`src/rtl/iterative_cla_adder.sv`:
```
// Multi-cycle adder/subtractor: one BLOCK-bit carry-lookahead slice per clock,
// results published all at once when the last slice completes.
module iterative_cla_adder #(
    parameter int WIDTH = 32,
    parameter int BLOCK = 4
) (
    input  logic             clk,
    input  logic             rst,
    input  logic             start,
    input  logic [1:0]       op,
    input  logic [WIDTH-1:0] a,
    input  logic [WIDTH-1:0] b,
    input  logic             cin,
    output logic             busy,
    output logic             done,
    output logic [WIDTH-1:0] sum,
    output logic             cout,
    output logic             ovf,
    output logic             zero
);
    // WIDTH must be a multiple of BLOCK with at least two slices.
    localparam int NBLK = WIDTH / BLOCK;
    localparam int KW   = (NBLK > 1) ? $clog2(NBLK) : 1;
    localparam logic [KW-1:0] K_LAST = KW'(NBLK - 1);

    typedef enum logic [1:0] {IDLE, RUN, DONE} state_t;

    state_t           state_reg, state_next;
    logic [WIDTH-1:0] a_reg, b_reg, acc_reg, sum_reg;
    logic             carry_reg, cout_reg, ovf_reg, zero_reg;
    logic [KW-1:0]    k_reg;

    logic [BLOCK-1:0] slice_a, slice_b, gen, prop, slice_sum;
    logic [BLOCK:0]   carry;
    logic [WIDTH-1:0] acc_next;
    logic             last_slice;

    // Operands are shifted down each cycle so the active slice is always the LSBs.
    assign slice_a = a_reg[BLOCK-1:0];
    assign slice_b = b_reg[BLOCK-1:0];
    assign gen     = slice_a & slice_b;
    assign prop    = slice_a ^ slice_b;
    assign carry[0] = carry_reg;

    // Each group carry is a flat sum-of-products of g/p and the carry-in.
    for (genvar gi = 0; gi < BLOCK; gi++) begin : g_lookahead
        logic carry_term;
        logic chain;
        always_comb begin
            carry_term = carry_reg;
            chain      = 1'b0;
            for (int t = 0; t <= gi; t++) begin
                carry_term = carry_term & prop[t];
            end
            for (int j = 0; j <= gi; j++) begin
                chain = gen[j];
                for (int t = j + 1; t <= gi; t++) begin
                    chain = chain & prop[t];
                end
                carry_term = carry_term | chain;
            end
        end
        assign carry[gi+1] = carry_term;
    end

    assign slice_sum  = prop ^ carry[BLOCK-1:0];
    assign acc_next   = {slice_sum, acc_reg[WIDTH-1:BLOCK]};
    assign last_slice = (k_reg == K_LAST);

    always_comb begin
        state_next = state_reg;
        case (state_reg)
            IDLE:    if (start) state_next = RUN;
            RUN:     if (last_slice) state_next = DONE;
            DONE:    state_next = IDLE;
            default: state_next = IDLE;
        endcase
    end

    always_ff @(posedge clk) begin
        if (rst) begin
            state_reg <= IDLE;
            a_reg     <= '0;
            b_reg     <= '0;
            acc_reg   <= '0;
            carry_reg <= 1'b0;
            k_reg     <= '0;
            sum_reg   <= '0;
            cout_reg  <= 1'b0;
            ovf_reg   <= 1'b0;
            zero_reg  <= 1'b0;
        end else begin
            state_reg <= state_next;
            case (state_reg)
                IDLE: begin
                    if (start) begin
                        a_reg     <= a;
                        b_reg     <= op[0] ? ~b : b;
                        carry_reg <= op[1] ? (cin ^ op[0]) : op[0];
                        k_reg     <= '0;
                    end
                end
                RUN: begin
                    a_reg     <= a_reg >> BLOCK;
                    b_reg     <= b_reg >> BLOCK;
                    acc_reg   <= acc_next;
                    carry_reg <= carry[BLOCK];
                    k_reg     <= k_reg + KW'(1);
                    if (last_slice) begin
                        sum_reg  <= acc_next;
                        cout_reg <= carry[BLOCK];
                        ovf_reg  <= carry[BLOCK] ^ carry[BLOCK-1];
                        zero_reg <= (acc_next == '0);
                    end
                end
                default: ;
            endcase
        end
    end

    assign busy = (state_reg == RUN);
    assign done = (state_reg == DONE);
    assign sum  = sum_reg;
    assign cout = cout_reg;
    assign ovf  = ovf_reg;
    assign zero = zero_reg;
endmodule

```
`config.mk`:
```
export PLATFORM = sky130hd
export DESIGN_NAME = iterative_cla_adder
export DESIGN_NICKNAME = d
export VERILOG_FILES = /design/src/rtl/iterative_cla_adder.sv
export SDC_FILE = /design/constraint.sdc
export NUM_CORES = 1
export LEC_CHECK = 0
export ABC_AREA = 1
export BUFFER_PORTS_ARGS = -buffer_cell sky130_fd_sc_hd__buf_2
export CAP_MARGIN = 20
export CORE_MARGIN = 10
export CORE_UTILIZATION = 55
export DETAILED_ROUTE_END_ITERATION = 8
export PLACE_DENSITY_LB_ADDON = 0.08
export REMOVE_ABC_BUFFERS = 1
export SLEW_MARGIN = 10
export SYNTH_ARGS = -nofsm -noshare
export SYNTH_HDL_FRONTEND = slang
export SYNTH_SLANG_ARGS = --single-unit
```
`constraint.sdc`:
```
create_clock -name clk -period 2.36 [get_ports clk]
set_input_delay 0.472 -clock clk [delete_from_list [all_inputs] [get_ports clk]]
set_output_delay 0.472 -clock clk [all_outputs]
set_load 0.005 [all_outputs]
```
==> impl_results.md, run 1 <==
* Final hold vios at 0
* Post-Layout Cell Count at 965
* Chip height at 121 um
* Synth Area in Adders at 0.0191
* Complex-gate fraction of the synthesized area at 0.169
* Worst hold path type: in2reg
* Worst path slowest cell: dfxtp_1
* Final Cycle Share at 0.870
* I/O pin cnt at 107
* Data required time of the critical path at 1.89 ns
* Max-slew violations at 0
* WP data arrival at 1.58 ns
* Initial antenna violation count at 0
* Cts hold-fix bufs at 0
* Overflow after GRT at 0
* Final setup vio count at 0
* Avg Cell Area, Syn at 7.73 sq um
* Setup slack at placement at 0.567 ns
* Endpoint class of the critical path: output port
* Most frequent cells in the layout: nand2_1 (205), dfxtp_1 (133), buf_2 (106)
* Commonest non-fill, non-tap cell in the layout: nand2_1
* Port bufs at 106
* Die Area at 14,700 sq um
* Final core utilization at 0.692
* Worst-path clk slew at 0.06 ns
* Critical Path Start: state_reg[0]$_SDFFE_PP0P_
* Root Buffer: clkbuf_8
* Insertion delay to the later sink of the worst-skew pair at 0.51 ns
* DP HPWL at 9300 um
* Crit-path cells: nand2_4 -> inv_2 -> buf_2
* H-tree depth at 4
* Reg-to-reg endpoint: sum[31]$_SDFFE_PP0P_
* Peak supply drop at 0.407 mV
* Final RePlAce weighted congestion at 0.845
* Vias at 4,989
* DRT Wirelength at 13,400 um
* TritonCTS clock tree: yes
* Drt wl/cell at 13.9 um
* Largest net degree at the start of global routing at 44
* Stages on the worst setup path at 3
* Design Power at 0.00574 W
* Clock Path Buffers at 2
* Cts bufs inserted at 17
* Clk_skew at 0.0119 ns
* Final nets at 897
* Relative slew slack at 0.667
* Post-cts sizing count at 0
* Multiplexer share of the synthesized area at 0
* # clock sinks at 133
* Placed cell count at 933
* Starting Density at 0.572
* Synth cell types at 34
* Largest family of logic cells by synthesized area: simple AND/OR/NAND/NOR gates
* RSZ-0062 raised after global routing: false
* Reg2reg start: k_reg[0]$_SDFFE_PP0P_
* WS Path Type: reg2out
* Post-synthesis simple-gate area fraction at 0.201
* Die width at 121 um
* Least-Margin Pin Slew at 0.500 ns
* Register area share after synthesis at 0.472
* Global-route wire length before repair at 22,300 um
* Fin crit period at 2.05 ns
* Critical path peak fanout at 17
* WP buf/inv at 2
* Syn Std Cell Area at 5640 sq um
* R2r setup slk at 0.60 ns
* Row count at 36
* Synth-to-layout area growth at 21.1%
* Worst Setup Start Kind: register
* # diodes at 0
* Layout cells sized above 1 at 0.198
* Post-synthesis register bit count at 133
* Final TNS setup at 0 ns
* PwrDens at 840 nW/um^2
* Crit path largest cell delay at 0.50 ns
* Worst Setup EP: busy
* Core Region at 9860 sq um
* Synth warnings at 0
* Delay-heaviest family, CP: flip-flops
* Max-Cap Viols at 0
* Outcome: finished, final reports clean
* DR pass1 iterations at 5
* Worst Setup Slack, final at 0.307 ns
* F_max at 487 MHz
* Post-synthesis cell count at 729
* Xor/xnor share of the synthesized area at 0.0528
* Via/cell ratio at 5.17
* Post-route DRC at 0
* Leakage power at 3.05 nW
* Global Route Usage Sum at 0.182
* DR iter-0 viols at 394
* Post-route ant nets at 0
* R2R cell count at 7
* Vias in the first global route at 4,948
* Post-CTS setup buffer count at 0
[synth_stat cells (all sizes together)]
master	number	area [sq um]
buf	27	179
xor2	21	184
nand3	33	178
inv	58	218
nand3b	1	7.51
nand4	1	6.26
xnor2	13	114
clkbuf	22	82.6
fa	1	20.0
ha	7	87.6
a21oi	54	270
clkinv	1	3.75
o21a	1	7.51
a31oi	31	194
a211oi	2	20.0
dfxtp	133	2660
a221oi	2	23.8
nand2	208	793
nor2	35	149
a22oi	16	120
o211ai	3	22.5
o21ai	59	295
[report_power, final]
part / internal [W] / leakage [nW] / switching (W)
combinational: 0.000231 / 1.66 / 0.000355
clock: 0.00175 / 0.299 / 0.000962
sequential: 0.00237 / 1.09 / 0.0000750
[layer usage]
metal,GRT usage,up-vias,wire length [um]
li1,-,2556,-
met1,0.214,2277,5850
met2,0.308,135,6570
met3,0.0549,21,806
met4,0.0626,0,196
met5,0,-,0
[cells by family (layout without fill, tap and decap cells)]
family / after synthesis / count (layout)
flip-flops: 133 / 133
adder cells (fa/ha/maj): 8 / 8
buffers and inverters: 108 / 211
AND/OR/NAND/NOR: 278 / 278
XOR/XNOR: 34 / 34
AO/OA/AOI/OAI: 168 / 168
[worst min-delay path, cell delays in order]
cell and delay, ns:
buf_2 0.09, nand2_1 0.05, a21oi_1 0.05
[worst min path at each step]
| stage | start | end | slack, ns | cells after the start |
|---|---|---|---|---|
| global placement | a_reg[28]$_SDFFE_PP0P_ | a_reg[28]$_SDFFE_PP0P_ | 0.45 | 2 |
| detailed placement | sum[27]$_SDFFE_PP0P_ | sum[27]$_SDFFE_PP0P_ | 0.45 | 2 |
| finish | a[29] | a_reg[29]$_SDFFE_PP0P_ | 0.20 | 3 |
| global route | a[29] | a_reg[29]$_SDFFE_PP0P_ | 0.19 | 3 |
| floorplan | k_reg[0]$_SDFFE_PP0P_ | k_reg[0]$_SDFFE_PP0P_ | 0.43 | 1 |
| CTS | a[29] | a_reg[29]$_SDFFE_PP0P_ | 0.20 | 3 |
[area by class of cell]
| type | count | area [sq um] |
|---|---|---|
| sequential | 133 | 2660 |
| clock buffer | 20 | 435 |
| timing repair buffer | 120 | 673 |
| tap | 133 | 166 |
| fill | 839 | 3040 |
| inverter | 59 | 221 |
| clock inverter | 12 | 178 |
| multi-input combinational | 488 | 2490 |
[metrics by stage]
| step | hold slack (ns) | area [sq um] |
|---|---|---|
| after global placement | 0.450 | 6220 |
| after floorplan | 0.432 | 5380 |
| after CTS | 0.199 | 6830 |
| final | 0.201 | 6830 |
| after global routing | 0.187 | 6830 |
| after detailed placement | 0.452 | 6220 |
Power figures use the tool's default switching activity.
==> run 2: changes to the inputs <==
==> constraint.sdc (replaced) <==
create_clock -name clk -period 2.4 [get_ports clk]
set_input_delay 0.48 -clock clk [delete_from_list [all_inputs] [get_ports clk]]
set_output_delay 0.48 -clock clk [all_outputs]
set_load 0.05 [all_outputs]
==> run 2 against run 1 <==
Global-route usage about the same. Wire length decreased by 0.60%. Sequential power is 2% lower. Hold slack better by 0.0071 ns. First-iteration DRC count shrank 11%. Critical path depth unchanged. Critical path type unchanged. Largest cell class unchanged. Highest routed layer unchanged.
==> impl_results.md, run 2 (synthesis results as in run 1) <==
* Outcome: finished, final reports clean
* DP HPWL at 8950 um
* # diodes at 0
* Max-Cap Viols at 0
* Post-Layout Cell Count at 961
* Relative slew slack at 0.655
* Peak supply drop at 0.426 mV
* Register Area at 2660 sq um
* Overflow after GRT at 0
* DR pass1 iterations at 4
* Post-route DRC at 0
* Sequential power share at 0.450
* Final TNS setup at 0 ns
* Clk_skew at 0.0116 ns
* Port bufs at 106
* Row count at 36
* Least-Margin Pin Slew at 0.518 ns
* Cts hold-fix bufs at 0
* Drt wl/cell at 13.9 um
* Power share of the clock group at 0.442
* Worst-path clk slew at 0.06 ns
* WP data arrival at 1.70 ns
* Core Region at 9860 sq um
* PwrDens at 792 nW/um^2
* Global Route Usage Sum at 0.182
* Die width at 121 um
* Final hold vios at 0
* Worst Setup Start Kind: register
* Synth-to-layout area growth at 19.6%
* Int Pwr at 0.00393 W
* Cts bufs inserted at 17
* Leakage power at 2.99 nW
* Chip height at 121 um
* Final Cycle Share at 0.908
* Design Power at 0.00534 W
* Worst hold path type: in2reg
* # clock sinks at 133
* RSZ-0062 raised after global routing: false
* Post-CTS setup buffer count at 0
* Fill cell count at 878
* Data required time of the critical path at 1.92 ns
* DR iter-0 viols at 352
* Post-cts sizing count at 0
* Vias at 4,907
* Critical path peak fanout at 13
* Post-route ant nets at 0
* F_max at 459 MHz
* Largest net degree at the start of global routing at 53
* WS Path Type: reg2out
* DRT Wirelength at 13,300 um
* Final setup vio count at 0
* Net Sw Frac at 0.263
* Via/cell ratio at 5.11
* TritonCTS clock tree: yes
* Max-slew violations at 0
* Vias in the first global route at 4,910
* Final nets at 893
* Initial antenna violation count at 0
* Layout cells sized above 1 at 0.196
* Starting Density at 0.572
* Placed cell count at 929
* H-tree depth at 4
* Die Area at 14,700 sq um
* Insertion delay to the later sink of the worst-skew pair at 0.52 ns
* Multi-input gate area at 2490 sq um
* Net switching power at 0.00141 W
* Combinational Power Share at 0.108
* I/O pin cnt at 107
* Fin crit period at 2.18 ns
* Global-route wire length before repair at 22,000 um
* Endpoint class of the critical path: output port
* Root Buffer: clkbuf_8
* Most frequent cells in the layout: nand2_1 (205), dfxtp_1 (133), buf_2 (106)
* Final RePlAce weighted congestion at 0.791
* Commonest non-fill, non-tap cell in the layout: nand2_1
* Clock Path Buffers at 2
run 2: path summary, 6_finish.rpt:
kind / from / end / slack, ns / cells after the start
min reg2reg: sum[7]$_SDFFE_PP0P_ / sum[7]$_SDFFE_PP0P_ / 0.46 / 2
min: a[29] / a_reg[29]$_SDFFE_PP0P_ / 0.21 / 3
max: state_reg[0]$_SDFFE_PP0P_ / busy / 0.22 / 3
max reg2reg: k_reg[0]$_SDFFE_PP0P_ / sum[30]$_SDFFE_PP0P_ / 0.46 / 7
run 2: critical path: stages (launching register included):
cell	delay, ns
dfxtp_1	0.51
nand2_4	0.11
inv_2	0.23
buf_2	0.33
run 2: power by group through the flow:
stage / sequential, W / combinational, W / clock, W
final: 0.00240 / 0.000576 / 0.00236
after global routing: 0.00242 / 0.000654 / 0.00249
after CTS: 0.00240 / 0.000581 / 0.00240
after detailed placement: 0.00245 / 0.000576 / 0
after global placement: 0.00245 / 0.000560 / 0
after floorplan: 0.00243 / 0.000361 / 0
run 2: cell type report:
type                    instances  share of cell area
flip-flops and latches        133               0.395
well taps                     133              0.0247
multi-input cells             488               0.370
clock inverters                14              0.0189
clock buffers                  18              0.0620
inverters                      59              0.0328
repair buffers                116              0.0972
run 2: stage by stage:
stage          area, sq um   util  hold WS, ns  setup WS (ns)
6_report              6740  0.684        0.208          0.222
5_1_grt               6740  0.684        0.193          0.150
4_1_cts               6740  0.684        0.193          0.214
3_5_place_dp          6200  0.628        0.452          0.455
3_3_place_gp          6200  0.628        0.439          0.567
2_1_floorplan         5380      -        0.432          0.408
run 2: layer usage:
layer / global-route usage / vias up / wire, um
li1: - / 2550 / -
met1: 0.206 / 2225 / 5810
met2: 0.316 / 125 / 6680
met3: 0.0503 / 7 / 754
met4: 0.0753 / 0 / 99
met5: 0 / - / 0
==> run 3: changes to the inputs <==
- RECOVER_POWER: not set -> 100
==> run 3 against run 2 <==
Wire length is 0.34% higher. Critical path depth stayed put. Sequential share of layout area is 0.51 points higher.
==> impl_results.md, run 3 (synthesis results as in run 1) <==
* Fin crit period at 2.17 ns
* Final setup vio count at 0
* Global-route wire length before repair at 22,000 um
* WS Path Type: reg2out
* Clock Path Buffers at 2
* Global route hottest layer: met2
* Die width at 121 um
* DP HPWL at 8950 um
* Layout cells sized above 1 at 0.144
* Worst Hold Path Cells at 3
* WP buf/inv at 2
* Outcome: finished, final reports clean
* Chip height at 121 um
* Vias in the first global route at 4,910
* Worst hold path type: in2reg
* Crit path largest cell delay at 0.50 ns
* Endpoint class of the critical path: output port
* Final nets at 893
* Placed cell count at 929
* Max-Cap Viols at 0
* DRT Wirelength at 13,400 um
* Vias at 4,929
* Post-layout instance area at 6660 sq um
* PwrDens at 799 nW/um^2
* Crit-path cells: nand2_4 -> inv_2 -> clkbuf_2
* GRT met2 Usage at 0.316
* Post-route ant nets at 0
* Data required time of the critical path at 1.92 ns
* Core Region at 9860 sq um
* Initial antenna violation count at 0
* I/O pin cnt at 107
* Leakage power at 2.83 nW
* R2R cell count at 6
* Post-route DRC at 0
* Least-Margin Pin Slew at 1.02 ns
* Final TNS setup at 0 ns
* TritonCTS clock tree: yes
* F_max at 461 MHz
* Cts hold-fix bufs at 0
* Via/cell ratio at 5.13
* # clock sinks at 133
* Post-CTS setup buffer count at 0
* DR iter-0 viols at 317
* Max-slew violations at 0
* Insertion delay to the later sink of the worst-skew pair at 0.52 ns
* Final hold vios at 0
* Most frequent cells in the layout: nand2_1 (207), dfxtp_1 (133), buf_2 (69)
* Peak supply drop at 0.431 mV
* WP data arrival at 1.69 ns
* Drt wl/cell at 13.9 um
* Starting Density at 0.572
* # diodes at 0
* Critical path peak fanout at 13
* Setup slack at placement at 0.455 ns
* Global Route Usage Sum at 0.182
* Worst path slowest cell: dfxtp_1
* Die Area at 14,700 sq um
* Worst-path clk slew at 0.06 ns
* H-tree depth at 4
* Post-cts sizing count at 0
* GRT met3 Usage at 0.0503
* Largest net degree at the start of global routing at 53
* Cts bufs inserted at 17
* Post-Layout Cell Count at 961
* Worst Setup Start Kind: register
* Met1 Use GR at 0.206
* Overflow after GRT at 0
* DR pass1 iterations at 5
* Delay-heaviest family, CP: buffers and inverters
* Row count at 36
* Commonest non-fill, non-tap cell in the layout: nand2_1
* Synth-to-layout area growth at 18.1%
* R2r setup slk at 0.39 ns
* Relative slew slack at 0.318
* Root Buffer: clkbuf_8
* Port bufs at 106
* Final RePlAce weighted congestion at 0.791
* Stages on the worst setup path at 3
* Final Cycle Share at 0.904
* RSZ-0062 raised after global routing: false
* Post-DP Area at 6200 sq um
* Clk_skew at 0.00852 ns
* Worst Setup Slack, final at 0.230 ns
[run 3: metrics by stage]
stage               hold slack (ns)  power [W]   util
floorplan                     0.432    0.00279      -
global placement              0.439    0.00300  0.628
detailed placement            0.452    0.00302  0.628
CTS                           0.193    0.00538  0.684
global route                  0.193    0.00554  0.675
finish                        0.204    0.00532  0.675
[run 3: worst reg2reg max path: cells and delay by family (launching register included)]
kind            cells  cell delay (ns)
flops               1             0.30
simple gates        3             0.46
compound gates      1             0.21
buf+inv             2             0.96
[run 3: worst paths after layout]
kind | start | end
max | state_reg[0]$_SDFFE_PP0P_ | busy
min | a[29] | a_reg[29]$_SDFFE_PP0P_
max reg2reg | state_reg[1]$_SDFFE_PP0P_ | a_reg[15]$_SDFFE_PP0P_
min reg2reg | a_reg[29]$_SDFFE_PP0P_ | a_reg[29]$_SDFFE_PP0P_
[run 3: layout make-up]
type	instances	area, sq um
multi-input combinational	488	2470
timing repair buffer	116	591
tap	133	166
sequential	133	2660
clock inverter	14	128
fill	905	3210
clock buffer	18	418
inverter	59	221
[run 3: power breakdown]
part	leakage, nW	internal, W	total [W]	switching, W
sequential	1.09	0.00233	0.00240	0.0000733
clock	0.258	0.00138	0.00236	0.000980
combinational	1.48	0.000217	0.000561	0.000344
total	2.83	0.00392	0.00532	0.00140
[run 3: metal layers]
metal,vias up,routed length (um)
li1,2549,-
met1,2244,5820
met2,117,6690
met3,19,691
met4,0,181
met5,-,0
